File: config.mk
export PLATFORM = sky130hd
export DESIGN_NAME = mips_multicycle_control
export DESIGN_NICKNAME = d
export VERILOG_FILES = /design/src/rtl/mips_ctrl_pkg.sv /design/src/rtl/mips_ctrl_decode.sv /design/src/rtl/mips_multicycle_control.sv
export SDC_FILE = /design/constraint.sdc
export NUM_CORES = 1
export LEC_CHECK = 0
export ABC_AREA = 1
export BUFFER_PORTS_ARGS = -buffer_cell sky130_fd_sc_hd__buf_2
export CAP_MARGIN = 15
export CORE_ASPECT_RATIO = 0.7
export CORE_UTILIZATION = 44
export CTS_CLUSTER_DIAMETER = 40
export DETAILED_ROUTE_END_ITERATION = 10
export GPL_TIMING_DRIVEN = 0
export PLACE_DENSITY = 0.78
export SYNTH_ARGS = -nofsm -noshare
export SYNTH_HDL_FRONTEND = slang
export SYNTH_HIERARCHICAL = 1
export SYNTH_SLANG_ARGS = --single-unit
File: constraint.sdc
create_clock -name clk -period 1.2 [get_ports clk]
set_input_delay 0.18 -clock clk [delete_from_list [all_inputs] [get_ports clk]]
set_output_delay 0.18 -clock clk [all_outputs]
set_load 0.02 [all_outputs]
File: src/rtl/mips_ctrl_pkg.sv
// Shared definitions for the multi-cycle MIPS main control FSM and the
// ALU control decoder: opcodes, state encodings, mux-select constants.
package mips_ctrl_pkg;

  localparam logic [5:0] OP_RTYPE = 6'h00;
  localparam logic [5:0] OP_J     = 6'h02;
  localparam logic [5:0] OP_BEQ   = 6'h04;
  localparam logic [5:0] OP_BNE   = 6'h05;
  localparam logic [5:0] OP_ADDI  = 6'h08;
  localparam logic [5:0] OP_SLTI  = 6'h0A;
  localparam logic [5:0] OP_ANDI  = 6'h0C;
  localparam logic [5:0] OP_ORI   = 6'h0D;
  localparam logic [5:0] OP_XORI  = 6'h0E;
  localparam logic [5:0] OP_LW    = 6'h23;
  localparam logic [5:0] OP_SW    = 6'h2B;

  typedef enum logic [3:0] {
    S_FETCH  = 4'd0,
    S_DECODE = 4'd1,
    S_MEMADR = 4'd2,
    S_MEMRD  = 4'd3,
    S_MEMWB  = 4'd4,
    S_MEMWR  = 4'd5,
    S_REX    = 4'd6,
    S_RWB    = 4'd7,
    S_BRANCH = 4'd8,
    S_IEX    = 4'd9,
    S_IWB    = 4'd10,
    S_JUMP   = 4'd11
  } state_t;

  localparam logic [1:0] ALUOP_ADD   = 2'b00;
  localparam logic [1:0] ALUOP_SUB   = 2'b01;
  localparam logic [1:0] ALUOP_RTYPE = 2'b10;
  localparam logic [1:0] ALUOP_ITYPE = 2'b11;

  localparam logic [1:0] ALUSRCB_REG     = 2'b00;
  localparam logic [1:0] ALUSRCB_FOUR    = 2'b01;
  localparam logic [1:0] ALUSRCB_IMM     = 2'b10;
  localparam logic [1:0] ALUSRCB_IMM_SH2 = 2'b11;

  localparam logic [1:0] PCSRC_ALU    = 2'b00;
  localparam logic [1:0] PCSRC_ALUOUT = 2'b01;
  localparam logic [1:0] PCSRC_JUMP   = 2'b10;

  typedef struct packed {
    logic       pc_write;
    logic       pc_write_cond;
    logic       ior_d;
    logic       mem_read;
    logic       mem_write;
    logic       mem_to_reg;
    logic       ir_write;
    logic       reg_write;
    logic       reg_dst;
    logic       alu_src_a;
    logic       branch_ne;
    logic       retire;
    logic       illegal_op;
    logic [1:0] alu_op;
    logic [1:0] alu_src_b;
    logic [1:0] pc_source;
  } ctrl_t;

  // DECODE dispatch target; unknown opcodes return to FETCH.
  function automatic state_t dispatch(input logic [5:0] op);
    case (op)
      OP_LW, OP_SW:                                 dispatch = S_MEMADR;
      OP_RTYPE:                                     dispatch = S_REX;
      OP_BEQ, OP_BNE:                               dispatch = S_BRANCH;
      OP_ADDI, OP_ANDI, OP_ORI, OP_XORI, OP_SLTI:   dispatch = S_IEX;
      OP_J:                                         dispatch = S_JUMP;
      default:                                      dispatch = S_FETCH;
    endcase
  endfunction

endpackage

File: src/rtl/mips_ctrl_decode.sv
// Combinational control-word decode from (state, opcode, mem_ready).
module mips_ctrl_decode
  import mips_ctrl_pkg::*;
(
  input  logic [3:0] state,
  input  logic [5:0] opcode,
  input  logic       mem_ready,
  output ctrl_t      ctrl
);

  // Per-state control word; everything not named is 0.
  always_comb begin
    ctrl = '0;
    case (state_t'(state))
      S_FETCH: begin
        ctrl.mem_read  = 1'b1;
        ctrl.alu_src_b = ALUSRCB_FOUR;
        ctrl.alu_op    = ALUOP_ADD;
        ctrl.pc_source = PCSRC_ALU;
        ctrl.ir_write  = mem_ready;
        ctrl.pc_write  = mem_ready;
      end
      S_DECODE: begin
        ctrl.alu_src_b  = ALUSRCB_IMM_SH2;
        ctrl.alu_op     = ALUOP_ADD;
        ctrl.illegal_op = (dispatch(opcode) == S_FETCH);
      end
      S_MEMADR: begin
        ctrl.alu_src_a = 1'b1;
        ctrl.alu_src_b = ALUSRCB_IMM;
        ctrl.alu_op    = ALUOP_ADD;
      end
      S_MEMRD: begin
        ctrl.mem_read = 1'b1;
        ctrl.ior_d    = 1'b1;
      end
      S_MEMWB: begin
        ctrl.reg_write  = 1'b1;
        ctrl.mem_to_reg = 1'b1;
        ctrl.retire     = 1'b1;
      end
      S_MEMWR: begin
        ctrl.mem_write = 1'b1;
        ctrl.ior_d     = 1'b1;
        ctrl.retire    = mem_ready;
      end
      S_REX: begin
        ctrl.alu_src_a = 1'b1;
        ctrl.alu_src_b = ALUSRCB_REG;
        ctrl.alu_op    = ALUOP_RTYPE;
      end
      S_RWB: begin
        ctrl.reg_write = 1'b1;
        ctrl.reg_dst   = 1'b1;
        ctrl.retire    = 1'b1;
      end
      S_BRANCH: begin
        ctrl.alu_src_a     = 1'b1;
        ctrl.alu_src_b     = ALUSRCB_REG;
        ctrl.alu_op        = ALUOP_SUB;
        ctrl.pc_write_cond = 1'b1;
        ctrl.pc_source     = PCSRC_ALUOUT;
        ctrl.branch_ne     = (opcode == OP_BNE);
        ctrl.retire        = 1'b1;
      end
      S_IEX: begin
        ctrl.alu_src_a = 1'b1;
        ctrl.alu_src_b = ALUSRCB_IMM;
        ctrl.alu_op    = ALUOP_ITYPE;
      end
      S_IWB: begin
        ctrl.reg_write = 1'b1;
        ctrl.retire    = 1'b1;
      end
      S_JUMP: begin
        ctrl.pc_write  = 1'b1;
        ctrl.pc_source = PCSRC_JUMP;
        ctrl.retire    = 1'b1;
      end
      default: ;
    endcase
  end

endmodule

File: src/rtl/mips_multicycle_control.sv
// Multi-cycle MIPS main control: state register, next-state logic and
// reset gating of the control word produced by mips_ctrl_decode.
module mips_multicycle_control
  import mips_ctrl_pkg::*;
(
  input  logic       clk,
  input  logic       rst,
  input  logic [5:0] opcode,
  input  logic       mem_ready,
  output logic       PCWrite,
  output logic       PCWriteCond,
  output logic       IorD,
  output logic       MemRead,
  output logic       MemWrite,
  output logic       MemtoReg,
  output logic       IRWrite,
  output logic       RegWrite,
  output logic       RegDst,
  output logic       ALUSrcA,
  output logic       branch_ne,
  output logic [1:0] ALUOp,
  output logic [1:0] ALUSrcB,
  output logic [1:0] PCSource,
  output logic       retire,
  output logic       illegal_op,
  output logic [3:0] state
);

  state_t state_q;
  state_t state_next;
  ctrl_t  ctrl_d;
  ctrl_t  ctrl;

  mips_ctrl_decode u_decode (
    .state     (state_q),
    .opcode    (opcode),
    .mem_ready (mem_ready),
    .ctrl      (ctrl_d)
  );

  // State register, asynchronously reset to FETCH.
  always_ff @(posedge clk or posedge rst) begin
    if (rst) state_q <= S_FETCH;
    else     state_q <= state_next;
  end

  // Next-state: memory states hold until mem_ready; encodings 12-15 recover to FETCH.
  always_comb begin
    state_next = state_q;
    case (state_q)
      S_FETCH:  if (mem_ready) state_next = S_DECODE;
      S_DECODE: state_next = dispatch(opcode);
      S_MEMADR: state_next = (opcode == OP_SW) ? S_MEMWR : S_MEMRD;
      S_MEMRD:  if (mem_ready) state_next = S_MEMWB;
      S_MEMWR:  if (mem_ready) state_next = S_FETCH;
      S_REX:    state_next = S_RWB;
      S_IEX:    state_next = S_IWB;
      default:  state_next = S_FETCH;
    endcase
  end

  // Reset forces the whole word to 0 so FETCH drives no memory strobe during reset.
  always_comb begin
    ctrl = rst ? '0 : ctrl_d;
  end

  assign PCWrite     = ctrl.pc_write;
  assign PCWriteCond = ctrl.pc_write_cond;
  assign IorD        = ctrl.ior_d;
  assign MemRead     = ctrl.mem_read;
  assign MemWrite    = ctrl.mem_write;
  assign MemtoReg    = ctrl.mem_to_reg;
  assign IRWrite     = ctrl.ir_write;
  assign RegWrite    = ctrl.reg_write;
  assign RegDst      = ctrl.reg_dst;
  assign ALUSrcA     = ctrl.alu_src_a;
  assign branch_ne   = ctrl.branch_ne;
  assign ALUOp       = ctrl.alu_op;
  assign ALUSrcB     = ctrl.alu_src_b;
  assign PCSource    = ctrl.pc_source;
  assign retire      = ctrl.retire;
  assign illegal_op  = ctrl.illegal_op;
  assign state       = state_q;

endmodule

==> run summary <==
outcome = finished, violations left
failing checks = negative setup slack
Syn Area/Cell = 4.757 um^2
top achievable clock speed = 575.8 MHz
Via Count = 1,251
Die Ht = 38.60 um
critical path class = register to output port
max reg flops = 4
Synth Cell Area = 842.1 um^2
final core utilization = 0.8765
top cell type by total area after synthesis = nor2_1
Residual DRC = 0
final-report max-slew violation count = 0
# IOs = 32
setup slack after layout = -0.5366 ns
row count = 12
relative slew slack = 0.6279
CP max-delay cell = dfrtp_2
fin cells = 238
synth warn = 6
clock insertion delay at the later pin of the skew report = 0.25 ns
DP Cell Count = 228
P_int = 1.097 mW
Die ar. = 2095 um^2
power density cells = 1760 nW/um^2
Tot GR Track Use = 0.3074
Crit. End Element = output port
first-pass GRT wire length = 4374 um
synth top area cells = nor2_1, inv_1, nand2_1, dfrtp_1, nor2_2
CTS tree = built
Layout area overhead = 75.04%
Fin. Hold Viols = 0
DP HPWL = 1857 um
crit-path cells = inv_4 -> nand2_1 -> o22ai_1 -> inv_1 -> nor2_4 -> buf_4
CP required = 1.02 ns
crit start category = register
H-tree levels = 1
Routed Antenna Nets = 0
Synth top area share = 0.1961
total wire length = 3419 um
clk_skew = 0.0003399 ns
Leak = 0.7421 nW
Seq cells post-synth = 4
Data arrival, critical path = 1.56 ns
max incr delay on CP = 0.47 ns
Post-Syn Nets = 186
CTS Hold Bufs = 0
vias in the first global route = 1,015
Setup-failing EPs final = 23
RSZ-0062 raised after global routing = yes
total CTS buffers = 3
most frequent cells in the layout = nand2_1, inv_1, nor2_4, buf_6, nor2_1
sequential share of the synthesized area = 0.1189
diodes inserted = 0
NumNets Final = 228
overall die width = 54.29 um
gpl congestion = 0.8650
P_sw = 1.498 mW
vias per inst = 5.256
first-pass detailed-route iteration total = 5
Seq pwr share = 0.114
Reg clk slew, reported paths = 0.04 ns
Clk pwr share = 0.071
largest net degree at the start of global routing = 11
WL per Instance = 14.37 um
Logic pwr share = 0.815
Placeable Area = 1682 um^2
worst slew pin tran = 0.5582 ns
clk buf depth = 2
number of distinct library cells after synthesis = 19
post-layout min period = 1.737 ns
Tcrit/Tclk final = 1.447
setup TNS = -7.928 ns
root buffer cell = clkbuf_4
Post-Synthesis Cells = 177
PortBufs = 30
dpl ws = -0.2918 ns
Hold Crit Class = input port to async pin
grt ovf = 0
layout cells sized above 1 = 0.5438
Worst Path Max Fanout = 5
peak supply drop = 0.001568 V
Starting Density = 0.5007
Max Cap Viol = 0
1st-iter DRT viols = 47
sw frac = 0.5773
initial antenna violation count = 0
Clock Sinks = 4
[Yosys cell counts]
master and n:
nand3_1 6, inv_1 39, buf_4 1, inv_2 9, or2_2 1, o21ai_1 2, nand2_1 38, nor2_2 9
clkbuf_1 2, nor2_1 44, dfrtp_1 4, o21ai_0 1, nor3_1 2, nor3_2 1, a21oi_1 5, o22ai_1 3
nand2_2 5, nand4_1 4, buf_6 1
[metal layers]
layer / up-vias / wire (um) / global-route usage
met5: - / 0 / 0
met4: 0 / 202 / 0.1795
met3: 23 / 275 / 0.06667
met2: 82 / 1643 / 0.5213
met1: 549 / 1297 / 0.3551
li1: 597 / - / -
[what timing repair did]
item,in CTS,in global routing
pin swaps,4,5
setup buffers,6,1
endpoints found under the setup margin,21,24
resized for setup,38,32
[path summary, 6_finish.rpt]
kind / from / endpoint / slack [ns] / cells after the start
max in group asynchronous: rst / state[3] / 0.83 / 2
worst max register to register: state[0] / state[2] / -0.20 / 9
worst min register to register: state[1] / state[2] / 0.86 / 4
min in group clk: mem_ready / state[1] / 0.34 / 4
worst min-delay path: rst / state[2] / 0.18 / 2
worst max-delay path: state[0] / ALUOp[1] / -0.54 / 6
[metrics by stage]
stage	hold slack (ns)	cell area (um^2)	power, mW
CTS	0.1595	1359	2.202
detailed placement	0.4110	1189	1.784
finish	0.1779	1474	2.594
global route	0.1975	1474	2.747
global placement	0.4043	1189	1.748
floorplan	0.3406	1012	1.473
[layout make-up]
cell class	instances	area [um^2]
buffer	4	32.53
clock buffer	3	22.52
fill	90	207.7
inverter	48	187.7
multi-input combinational	121	775.7
sequential	4	105.1
tap	21	26.28
timing repair buffer	37	324.1
[critical path, delay by kind of cell (launching register included)]
kind,cells,cell delay (ns)
AO/OA/AOI/OAI,1,0.24
buffers and inverters,3,0.37
flip-flops,1,0.47
AND/OR/NAND/NOR,2,0.21
[kinds of logic (layout without fill, tap and decap cells)]
kind of cell / after synthesis / count (layout) / share of synthesized area
simple gates: 110 / 110 / 0.5661
buf+inv: 52 / 92 / 0.2452
compound gates: 11 / 11 / 0.06983
flops: 4 / 4 / 0.1189
[power by group through the flow]
stage	clock network [mW]	registers, mW	logic, mW
CTS	0.178	0.274	1.75
floorplan	0	0.340	1.13
global route	0.194	0.300	2.25
global placement	0	0.306	1.44
detailed placement	0	0.311	1.47
finish	0.183	0.296	2.12
Note: power is estimated with default switching activity, not from simulation.
